`src/rtl/sd4_mac_pkg.sv`:
```
// Shared types and default widths for the SD4 MAC accumulation path.
// Fraction widths exclude the hidden one; exponents are two's complement.
package sd4_mac_pkg;

    localparam int FRAC_W = 11;
    localparam int EXP_W  = 6;
    localparam int SUM_W  = 20;

    // The most negative exponent is reserved to encode a zero operand.
    localparam logic [EXP_W-1:0] EXP_ZERO = {1'b1, {(EXP_W-1){1'b0}}};

    typedef struct packed {
        logic              sign;
        logic [FRAC_W-1:0] frac;
        logic [EXP_W-1:0]  exp;
    } fp_operand_t;

    typedef enum logic {
        FILL = 1'b0,
        EMIT = 1'b1
    } align_state_t;

endpackage

```
`src/rtl/fp_align_shift.sv`:
```
// Combinational alignment of one operand to the group exponent, with negation.
// Define FP_ALIGN_ROUND_EN for round-to-nearest-even of the shifted-out bits; default truncates.
module fp_align_shift #(
    parameter int FRAC_W = sd4_mac_pkg::FRAC_W,
    parameter int EXP_W  = sd4_mac_pkg::EXP_W,
    parameter int SUM_W  = sd4_mac_pkg::SUM_W
) (
    input  logic [FRAC_W:0]  mag,
    input  logic [EXP_W-1:0] shift,
    input  logic             sign,
    input  logic             zero,
    output logic [SUM_W-1:0] val
);

    localparam int MAG_W = FRAC_W + 1;
    localparam int RND_W = MAG_W + 1;

    // One spare bit so a round-up carry out of the top is kept.
    logic [RND_W-1:0] rounded;
    logic [SUM_W-1:0] aligned;

`ifdef FP_ALIGN_ROUND_EN
    localparam logic [EXP_W-1:0] MAX_SHIFT = EXP_W'(MAG_W);

    logic [2*MAG_W-1:0] wide;
    logic [MAG_W-1:0]   kept;
    logic               guard;
    logic               sticky;

    // NOTE: every signal written in an always_comb gets a value before any branch, so no latch is inferred.
    always_comb begin
        rounded = '0;
        wide    = {mag, {MAG_W{1'b0}}} >> shift;
        kept    = wide[2*MAG_W-1:MAG_W];
        guard   = wide[MAG_W-1];
        sticky  = |wide[MAG_W-2:0];
        if (shift <= MAX_SHIFT) begin
            rounded = {1'b0, kept} + RND_W'(guard & (sticky | kept[0]));
        end
    end
`else
    localparam logic [EXP_W-1:0] MAX_SHIFT = EXP_W'(FRAC_W);

    always_comb begin
        rounded = '0;
        if (shift <= MAX_SHIFT) begin
            rounded = {1'b0, mag >> shift};
        end
    end
`endif

    always_comb begin
        aligned = SUM_W'(rounded);
        if (zero) begin
            aligned = '0;
        end
        val = sign ? -aligned : aligned;
    end

endmodule

```
`src/rtl/fp_group_aligner.sv`:
```
// Collects GROUP_SIZE fp operands, finds the max exponent, then emits each as fixed point.
// Rounding of shifted-out bits is enabled by defining FP_ALIGN_ROUND_EN (see fp_align_shift).
module fp_group_aligner
    import sd4_mac_pkg::*;
#(
    parameter int GROUP_SIZE = 4
) (
    input  logic              clk,
    input  logic              rst_n,
    input  logic              in_valid,
    output logic              in_ready,
    input  logic              in_sign,
    input  logic [FRAC_W-1:0] in_frac,
    input  logic [EXP_W-1:0]  in_exp,
    output logic              out_valid,
    input  logic              out_ready,
    output logic [SUM_W-1:0]  out_val,
    output logic [EXP_W-1:0]  out_exp_max,
    output logic              out_last
);

    localparam int              CNT_W    = $clog2(GROUP_SIZE);
    localparam logic [CNT_W-1:0] LAST_IDX = CNT_W'(GROUP_SIZE - 1);

    align_state_t     state, state_next;
    logic [CNT_W-1:0] cnt;
    logic [CNT_W-1:0] k;
    logic [EXP_W-1:0] run_max;
    logic [EXP_W-1:0] exp_max;
    logic [EXP_W-1:0] max_next;
    fp_operand_t      buffer [GROUP_SIZE];

    logic             accept;
    logic             last_accept;
    logic             out_fire;
    logic [CNT_W-1:0] sel_idx;
    logic [EXP_W-1:0] sel_max;
    fp_operand_t      sel_op;
    logic [SUM_W-1:0] sel_val;

    assign in_ready    = (state == FILL);
    assign accept      = in_valid && in_ready;
    assign last_accept = accept && (cnt == LAST_IDX);
    assign out_fire    = out_valid && out_ready;
    // The zero code is the most negative value, so a signed compare never lets it win.
    assign max_next    = ($signed(in_exp) > $signed(run_max)) ? in_exp : run_max;

    // NOTE: sequential state is always assigned with <= so every flop samples pre-edge values.
    always_ff @(posedge clk or negedge rst_n) begin
        if (!rst_n) begin
            state <= FILL;
        end else begin
            state <= state_next;
        end
    end

    always_comb begin
        state_next = state;
        case (state)
            FILL:    if (last_accept) state_next = EMIT;
            EMIT:    if (out_fire && out_last) state_next = FILL;
            default: state_next = FILL;
        endcase
    end

    // NOTE: the operand buffer has no reset; every entry is written before EMIT reads it.
    always_ff @(posedge clk) begin
        if (accept) begin
            buffer[cnt] <= '{sign: in_sign, frac: in_frac, exp: in_exp};
        end
    end

    // Element 0 is loaded as the last operand arrives; later elements load on each handshake.
    always_comb begin
        sel_idx = (state == FILL) ? '0 : k + 1'b1;
        sel_max = (state == FILL) ? max_next : exp_max;
        sel_op  = buffer[sel_idx];
    end

    fp_align_shift #(
        .FRAC_W (FRAC_W),
        .EXP_W  (EXP_W),
        .SUM_W  (SUM_W)
    ) u_shift (
        .mag   ({1'b1, sel_op.frac}),
        .shift (sel_max - sel_op.exp),
        .sign  (sel_op.sign),
        .zero  (sel_op.exp == EXP_ZERO),
        .val   (sel_val)
    );

    always_ff @(posedge clk or negedge rst_n) begin
        if (!rst_n) begin
            cnt         <= '0;
            k           <= '0;
            run_max     <= EXP_ZERO;
            exp_max     <= EXP_ZERO;
            out_valid   <= 1'b0;
            out_val     <= '0;
            out_exp_max <= '0;
            out_last    <= 1'b0;
        end else begin
            if (accept) begin
                cnt     <= cnt + 1'b1;
                run_max <= max_next;
            end
            if (last_accept) begin
                cnt         <= '0;
                k           <= '0;
                exp_max     <= max_next;
                out_valid   <= 1'b1;
                out_val     <= sel_val;
                out_exp_max <= max_next;
                out_last    <= 1'b0;
            end else if (out_fire) begin
                if (out_last) begin
                    out_valid <= 1'b0;
                    out_last  <= 1'b0;
                    cnt       <= '0;
                    k         <= '0;
                    run_max   <= EXP_ZERO;
                end else begin
                    k        <= k + 1'b1;
                    out_val  <= sel_val;
                    out_last <= ((k + 1'b1) == LAST_IDX);
                end
            end
        end
    end

endmodule

```
`config.mk`:
```
export PLATFORM = sky130hd
export DESIGN_NAME = fp_group_aligner
export DESIGN_NICKNAME = d
export VERILOG_FILES = /design/src/rtl/sd4_mac_pkg.sv /design/src/rtl/fp_align_shift.sv /design/src/rtl/fp_group_aligner.sv
export SDC_FILE = /design/constraint.sdc
export NUM_CORES = 1
export LEC_CHECK = 0
export ABC_AREA = 1
export ABC_CLOCK_PERIOD_IN_PS = 4500
export CAP_MARGIN = 0
export CELL_PAD_IN_SITES_DETAIL_PLACEMENT = 0
export CELL_PAD_IN_SITES_GLOBAL_PLACEMENT = 1
export CORE_MARGIN = 10
export CORE_UTILIZATION = 40
export DETAILED_ROUTE_END_ITERATION = 16
export MAX_ROUTING_LAYER = met4
export PLACE_DENSITY = 0.81
export SLEW_MARGIN = 20
export SYNTH_ARGS = -nofsm -noshare
export SYNTH_HDL_FRONTEND = slang
export SYNTH_SLANG_ARGS = --single-unit
```
`constraint.sdc`:
```
create_clock -name clk -period 4.5 [get_ports clk]
set_clock_uncertainty 0.15 [all_clocks]
set_input_delay 1.35 -clock clk [delete_from_list [all_inputs] [get_ports clk]]
set_output_delay 1.35 -clock clk [all_outputs]
set_load 0.01 [all_outputs]
```
---- After elaboration in Yosys (flattened, before gate mapping) ----
Memories as Yosys holds them, arrays and structs flattened.
Cells that the tools add are included.
storage, ports and cells
  register bits ........................... 45
  memory bits (writable) .................. 72
  input port bits ......................... 22
  output and inout port bits .............. 29
  memories ................................ 1
cells by class
  add/subtract/negate cells ............... 4
  $lt $le $gt $ge ......................... 2
  eq/ne operators ......................... 4
  shifts and indexed selects .............. 1
  mux-type cells .......................... 31
  bitwise logic cells ..................... 1
  reductions and logical operators ........ 8
memories
  name    words  bits a word  rd ports  clocked after memory_dff  wr ports  RTL line                RTL
  buffer  4      18           1         0                         1         fp_group_aligner.sv:31  fp_operand_t buffer [GROUP_SIZE];
operators by type and width
  kind                                                            count
  two-way mux 20 bit                                              4
  two-way mux 6 bit                                               6
  two-way mux 12 bit                                              2
  negator 12 -> 20 bit                                            1
  two-way mux 2 bit                                               8
  >> shifter 12 x 6 -> 12 bit                                     1
  two-way mux 1 bit                                               10
  equality test 6 bit, second input constant                      1
  > comparator 6 bit                                              1
  less-or-equal comparator 6 x 4 -> 1 bit, second input constant  1
  subtractor 6 bit                                                1
  adder 2 x 1 -> 2 bit, second input constant                     2
  equality test 2 bit, second input constant                      2
  logical AND 1 bit                                               4
  AND reduction 2 bit                                             2
  nonzero test 2 bit                                              2
  inequality test 2 x 1 -> 1 bit, second input constant           1
  case mux 1 bit (2 select lines)                                 1
  inverter 1 bit                                                  1

---- Depth between registers and ports, before layout ----
  depth in word-level cells ............... 12
  depth in mapped cells ................... 37

---- Modules after synthesis ----
Synthesis repeated with hierarchy kept, for this count alone.
unflattened totals
  cells, all modules ...................... 624
  area, all modules ....................... 6002.0 sq um
by module, submodules not included
  module            times used  cells an instance  area each (sq um)  sequential area each (sq um)
  fp_group_aligner  1           440                5037.3             3165.5
  fp_align_shift    1           184                964.7              0.0

---- Worst setup path after synthesis ----
No wires, ideal clock.
  path kind ............................... input-to-reg
  start point ............................. input port in_exp[5]
  end point ............................... register out_val[10]
  data arrival time ....................... 5.269 ns
  required time ........................... 4.232 ns
  path slack .............................. -1.037 ns
  stages on the path ...................... 29
  cell sequence ........................... ha_1 > nand2_1 > nor2_1 > nand2_1 > nand3_1 > nand2_1 > nand3_1 > clkbuf_1 > a21oi_1 > o21ai_0 > inv_1 > ha_1 > nand2_1 > o21ai_1 > xor2_1 > o21ai_0 > a31oi_1 > nand3_1 > inv_2 > a21oi_1 > a21oi_2 > inv_1 > ha_1 > nand3_2 > nand2_2 > nand3_1 > nand2_1 > nand3_1 > nand2_1
between the ends
  word-level cells in the longest chain between the ends .. 12
  elaborated cells on any way between the ends .. 13
  classes of those cells .................. 2 x add/sub; 2 x order compare; 1 x shift; 8 x mux
ends and longest elaborated chain
  item                                                                                    RTL line                                    RTL
  start, declared                                                                         fp_group_aligner.sv:14                      input logic [EXP_W-1:0] in_exp,
  > comparator 6 bit                                                                      fp_group_aligner.sv:46                      assign max_next = ($signed(in_exp) > $signed(run_max)) ? in_exp : run_max;
  two-way mux 6 bit (*)                                                                   fp_group_aligner.sv:46
  two-way mux 6 bit (*)                                                                   fp_group_aligner.sv:76                      sel_max = (state == FILL) ? max_next : exp_max;
  subtractor 6 bit (*)                                                                    fp_group_aligner.sv:86                      .shift (sel_max - sel_op.exp),
  less-or-equal comparator 6 x 4 -> 1 bit or >> shifter 12 x 6 -> 12 bit (tied branches)  fp_align_shift.sv:46, fp_align_shift.sv:47
  two-way mux 12 bit (*)                                                                  fp_align_shift.sv:46                        if (shift <= MAX_SHIFT) begin
  two-way mux 12 bit (*)                                                                  fp_align_shift.sv:54                        if (zero) begin
  negator 12 -> 20 bit                                                                    fp_align_shift.sv:57                        val = sign ? -aligned : aligned;
  two-way mux 20 bit (*)                                                                  fp_align_shift.sv:57
  two-way mux 20 bit                                                                      fp_group_aligner.sv:116                     if (out_last) begin
  two-way mux 20 bit                                                                      fp_group_aligner.sv:115                     end else if (out_fire) begin
  two-way mux 20 bit (*)                                                                  fp_group_aligner.sv:107                     if (last_accept) begin
  end signal, assigned                                                                    fp_group_aligner.sv:112                     out_val <= sel_val;
  end signal, assigned                                                                    fp_group_aligner.sv:124                     out_val <= sel_val;
  end, declared                                                                           fp_group_aligner.sv:17                      output logic [SUM_W-1:0] out_val,
Every way passes the cells marked *; elsewhere a longest branch is shown, timed or not. The select of a mux whose other input is x is not followed.
A chain may end at the register's enable or synchronous reset.

---- Worst setup path in the final report ----
  start point ............................. input port in_exp[0]
  end point ............................... register out_val[5]
Same word-level chain as after synthesis.

==> flow_metrics.tcl <==
set metrics [dict create \
    cpPeakStageDelay_ps 190 \
    rsz0062_at_grt "yes" \
    crit_top_cell "nand2_2" \
    layout-drive-gt1-share_pct 32.0 \
    wire_per_inst_um 16.6 \
    crit_family "simple AND/OR/NAND/NOR gates" \
    cp-end-kind "flop" \
    status "complete, but fails checks" \
    final_hold_viol_count 0 \
    clockBufferDepth 2 \
    grt_max_degree 41 \
    yosysSeqAreaShare_pct 54.8 \
    ctsHoldBuffers 0 \
    global_route.usage.total_pct 16.4 \
    vias 5116 \
    critPathMaxFanout 6 \
    drt_pass1_iterations 5 \
    grt_pass1_vias 5089 \
    gp_congestion 0.955 \
    synth_area_leaders "edfxtp_1, dfrtp_1, nand2_1" \
    synth_top_area_cell "edfxtp_1" \
    numCtsBuffers 9 \
    path_depth 38 \
    timing.rr.start "run_max[5]" \
    cts_tree "built" \
    slowest_stage "o21ai_2" \
    hold_path.class "reg2reg" \
    path_class "in2reg" \
    rr_endpoint "out_val[5]" \
    fmax_mhz 198 \
    io_buffers 50 \
    vdd_drop_max_v 0.000188 \
    area_delta_synth_final_pct 40.9 \
    stdcell_count 970 \
    p_sw_w 0.000438 \
    cts-root-buf "clkbuf_16" \
    ioPinCount 51 \
    row_count 43 \
    p_comb_share_pct 5.1 \
    dpl.hpwl_um 11000 \
    cp-start-kind "primary input" \
    ff2ff_setup_slack_ps -120 \
    drv_slew 0 \
    final-setup-viol-count 16 \
    die_w_um 140 \
    fillCellCount 1222 \
    avgSynthCellArea_um2 9.12 \
    clkPwrFrac_pct 39.3 \
    clock_latency_ps 360 \
    clk_pin_slew_ps 70 \
    violations "setup timing" \
    synth.top_cell.area_share_pct 37.5 \
    rr_worst_depth 34 \
    routed_wl_um 16100 \
    swShare_pct 22.2 \
    cap_violations 0 \
    grt_pass1_wl_um 25700 \
    drt_iter0_drc 371 \
    ys_ff_latch 112 \
    antenna_cells 0 \
    tightest_slew_ps 902 \
    drtAntennaViolNets 0 \
    die_y_um 140 \
    endpoint "out_val[5]" \
    leakagePower_nw 3.65 \
    cp.required_ps 4650 \
    coreArea_um2 14000 \
    path_buf_inv 10 \
    initial_core_util_pct 41.3 \
    antenna_found_initial 0 \
    min_path_cells 2 \
    grt-ovfl-total 0 \
    clkSinkCount 112 \
    die_area_um2 19600 \
    tns_ps -8100 \
    powerDensity_nw_per_um2 242 \
    synthesis.nets 673 \
    holdCritStartpoint "out_val[10]" \
    setup.worst_path.start "in_exp[0]" \
    synth_area_um2 5770 \
    dp.cells 918 \
    setup_slack_ps -556 \
    relSlewSlack_pct 39.8 \
    cp.arrival_ps 5210 \
    period_share_pct 112 \
    htreeDepth 3 \
    viasPerCell 5.27 \
    p_seq_share_pct 55.6 \
    synth_cell_type_count 44 \
    num-nets-final 826 \
    yosysWarnings 0 \
    fin_crit_ps 5060 \
    syn_inst 633 \
    internal_power_w 0.00153 \
    drc_errors 0 \
]
## cells in the mapped netlist
cell	instances
a211oi_1	3
a21boi_0	4
a21o_1	1
a21oi_1	18
a21oi_2	1
a22o_1	3
a22oi_1	2
a31oi_1	1
buf_2	7
buf_4	5
clkbuf_1	14
clkinv_1	2
dfrtp_1	38
dfstp_2	2
edfxtp_1	72
fa_1	1
ha_1	17
inv_1	49
inv_2	7
nand2_1	175
nand2_2	5
nand3_1	63
nand3_2	3
nand3_4	1
nand3b_1	1
nand4_1	18
nor2_1	41
nor2_2	3
nor2_4	1
nor2_8	1
nor3_1	2
o211ai_1	3
o211ai_2	1
o21ai_0	38
o21ai_1	3
o21ai_2	2
o221ai_1	1
o22ai_1	9
o31ai_1	1
o32ai_1	4
or2_0	2
or2_2	3
xnor2_1	2
xor2_1	3
## cell type report
class	count	area, um2	area share (%)
Sequential cell	112	3170	38.9
Clock inverter	5	47.5	0.585
Multi-Input combinational cell	437	2770	34.1
Tap cell	180	225	2.77
Timing Repair Buffer	168	1470	18.1
Clock buffer	10	229	2.81
Inverter	58	223	2.74
## worst min-delay path, stage by stage, from the launching register on
cell	delay [ps]
dfrtp_1	340
nand2_1	50
nand2_1	50
## metal layers
metal | wire (um) | vias up | GRT usage (%)
met5 | 0 | - | -
met4 | 332 | 0 | 4.84
met3 | 647 | 40 | 3.35
met2 | 8410 | 146 | 28.1
met1 | 6700 | 2465 | 18.9
li1 | - | 2465 | -
## cell families (layout without fill, tap and decap cells)
| logic type | Yosys count | after routing | share of synthesized area, % |
|---|---|---|---|
| simple gates | 319 | 319 | 24.5 |
| compound gates | 95 | 95 | 9.90 |
| buf+inv | 84 | 241 | 5.94 |
| flops | 112 | 112 | 54.8 |
| fa+ha+maj | 18 | 18 | 4.03 |
| xor+xnor | 5 | 5 | 0.759 |
## worst min path at each step
stage                           endpoint  slack (ps)
final                        out_val[10]         330
after global routing         out_val[18]         360
after detailed placement     out_val[17]         320
after global placement       out_val[13]         320
after CTS                     out_val[5]         330
after floorplan           out_exp_max[2]         330
## stage by stage
stage                     total power [W]  util (%)  setup slack [ps]  hold WS (ps)  instance area (um2)
after floorplan                   0.00114         -              -591           326                 6010
after global placement            0.00120      51.6             -1220           315                 7220
after detailed placement          0.00120      51.6             -1420           316                 7220
after CTS                         0.00198      56.5              -513           329                 7900
after global routing              0.00203      58.1              -800           356                 8130
final                             0.00197      58.1              -556           329                 8130
## what timing repair did
item	4_1_cts	5_1_grt
gates cloned	3	1
setup buffers	26	10
setup endpoints to repair	20	20
pin swaps	51	62
resized for setup	65	53
## cells in the final DEF (no fill, tap or decap), types with 6 or more instances in the layout
cell type and n:
nand4_1 18, o21ai_2 8, nor2_4 6, a21oi_2 7
nand2_1 150, clkbuf_16 9, buf_4 106, ha_4 9
o22ai_1 9, o21ai_1 8, buf_6 9, nand2_2 23
edfxtp_1 72, dfrtp_1 38, ha_1 7, o21ai_0 25
inv_1 45, nand3_1 47, nand3_2 16, inv_2 9
nand2_4 7, clkdlybuf4s50_1 43, a21oi_1 10, nor2_1 36
## state kept, by name (all words and copies together) (netlist names)
name and flops:
out_val 20, k 2, out_exp_max 6, exp_max 1
cnt 2, out_last 1, buffer 72, state 1
run_max 6, out_valid 1
## power groups by stage
| stage | clock (W) | sequential (W) | combinational, W |
|---|---|---|---|
| 6_report | 0.000774 | 0.00110 | 0.000101 |
| 5_1_grt | 0.000826 | 0.00110 | 0.000110 |
| 3_3_place_gp | 0 | 0.00112 | 0.0000808 |
| 4_1_cts | 0.000791 | 0.00110 | 0.0000915 |
| 2_1_floorplan | 0 | 0.00112 | 0.0000258 |
| 3_5_place_dp | 0 | 0.00112 | 0.0000838 |
No activity file was read; power rests on OpenSTA's default activity.
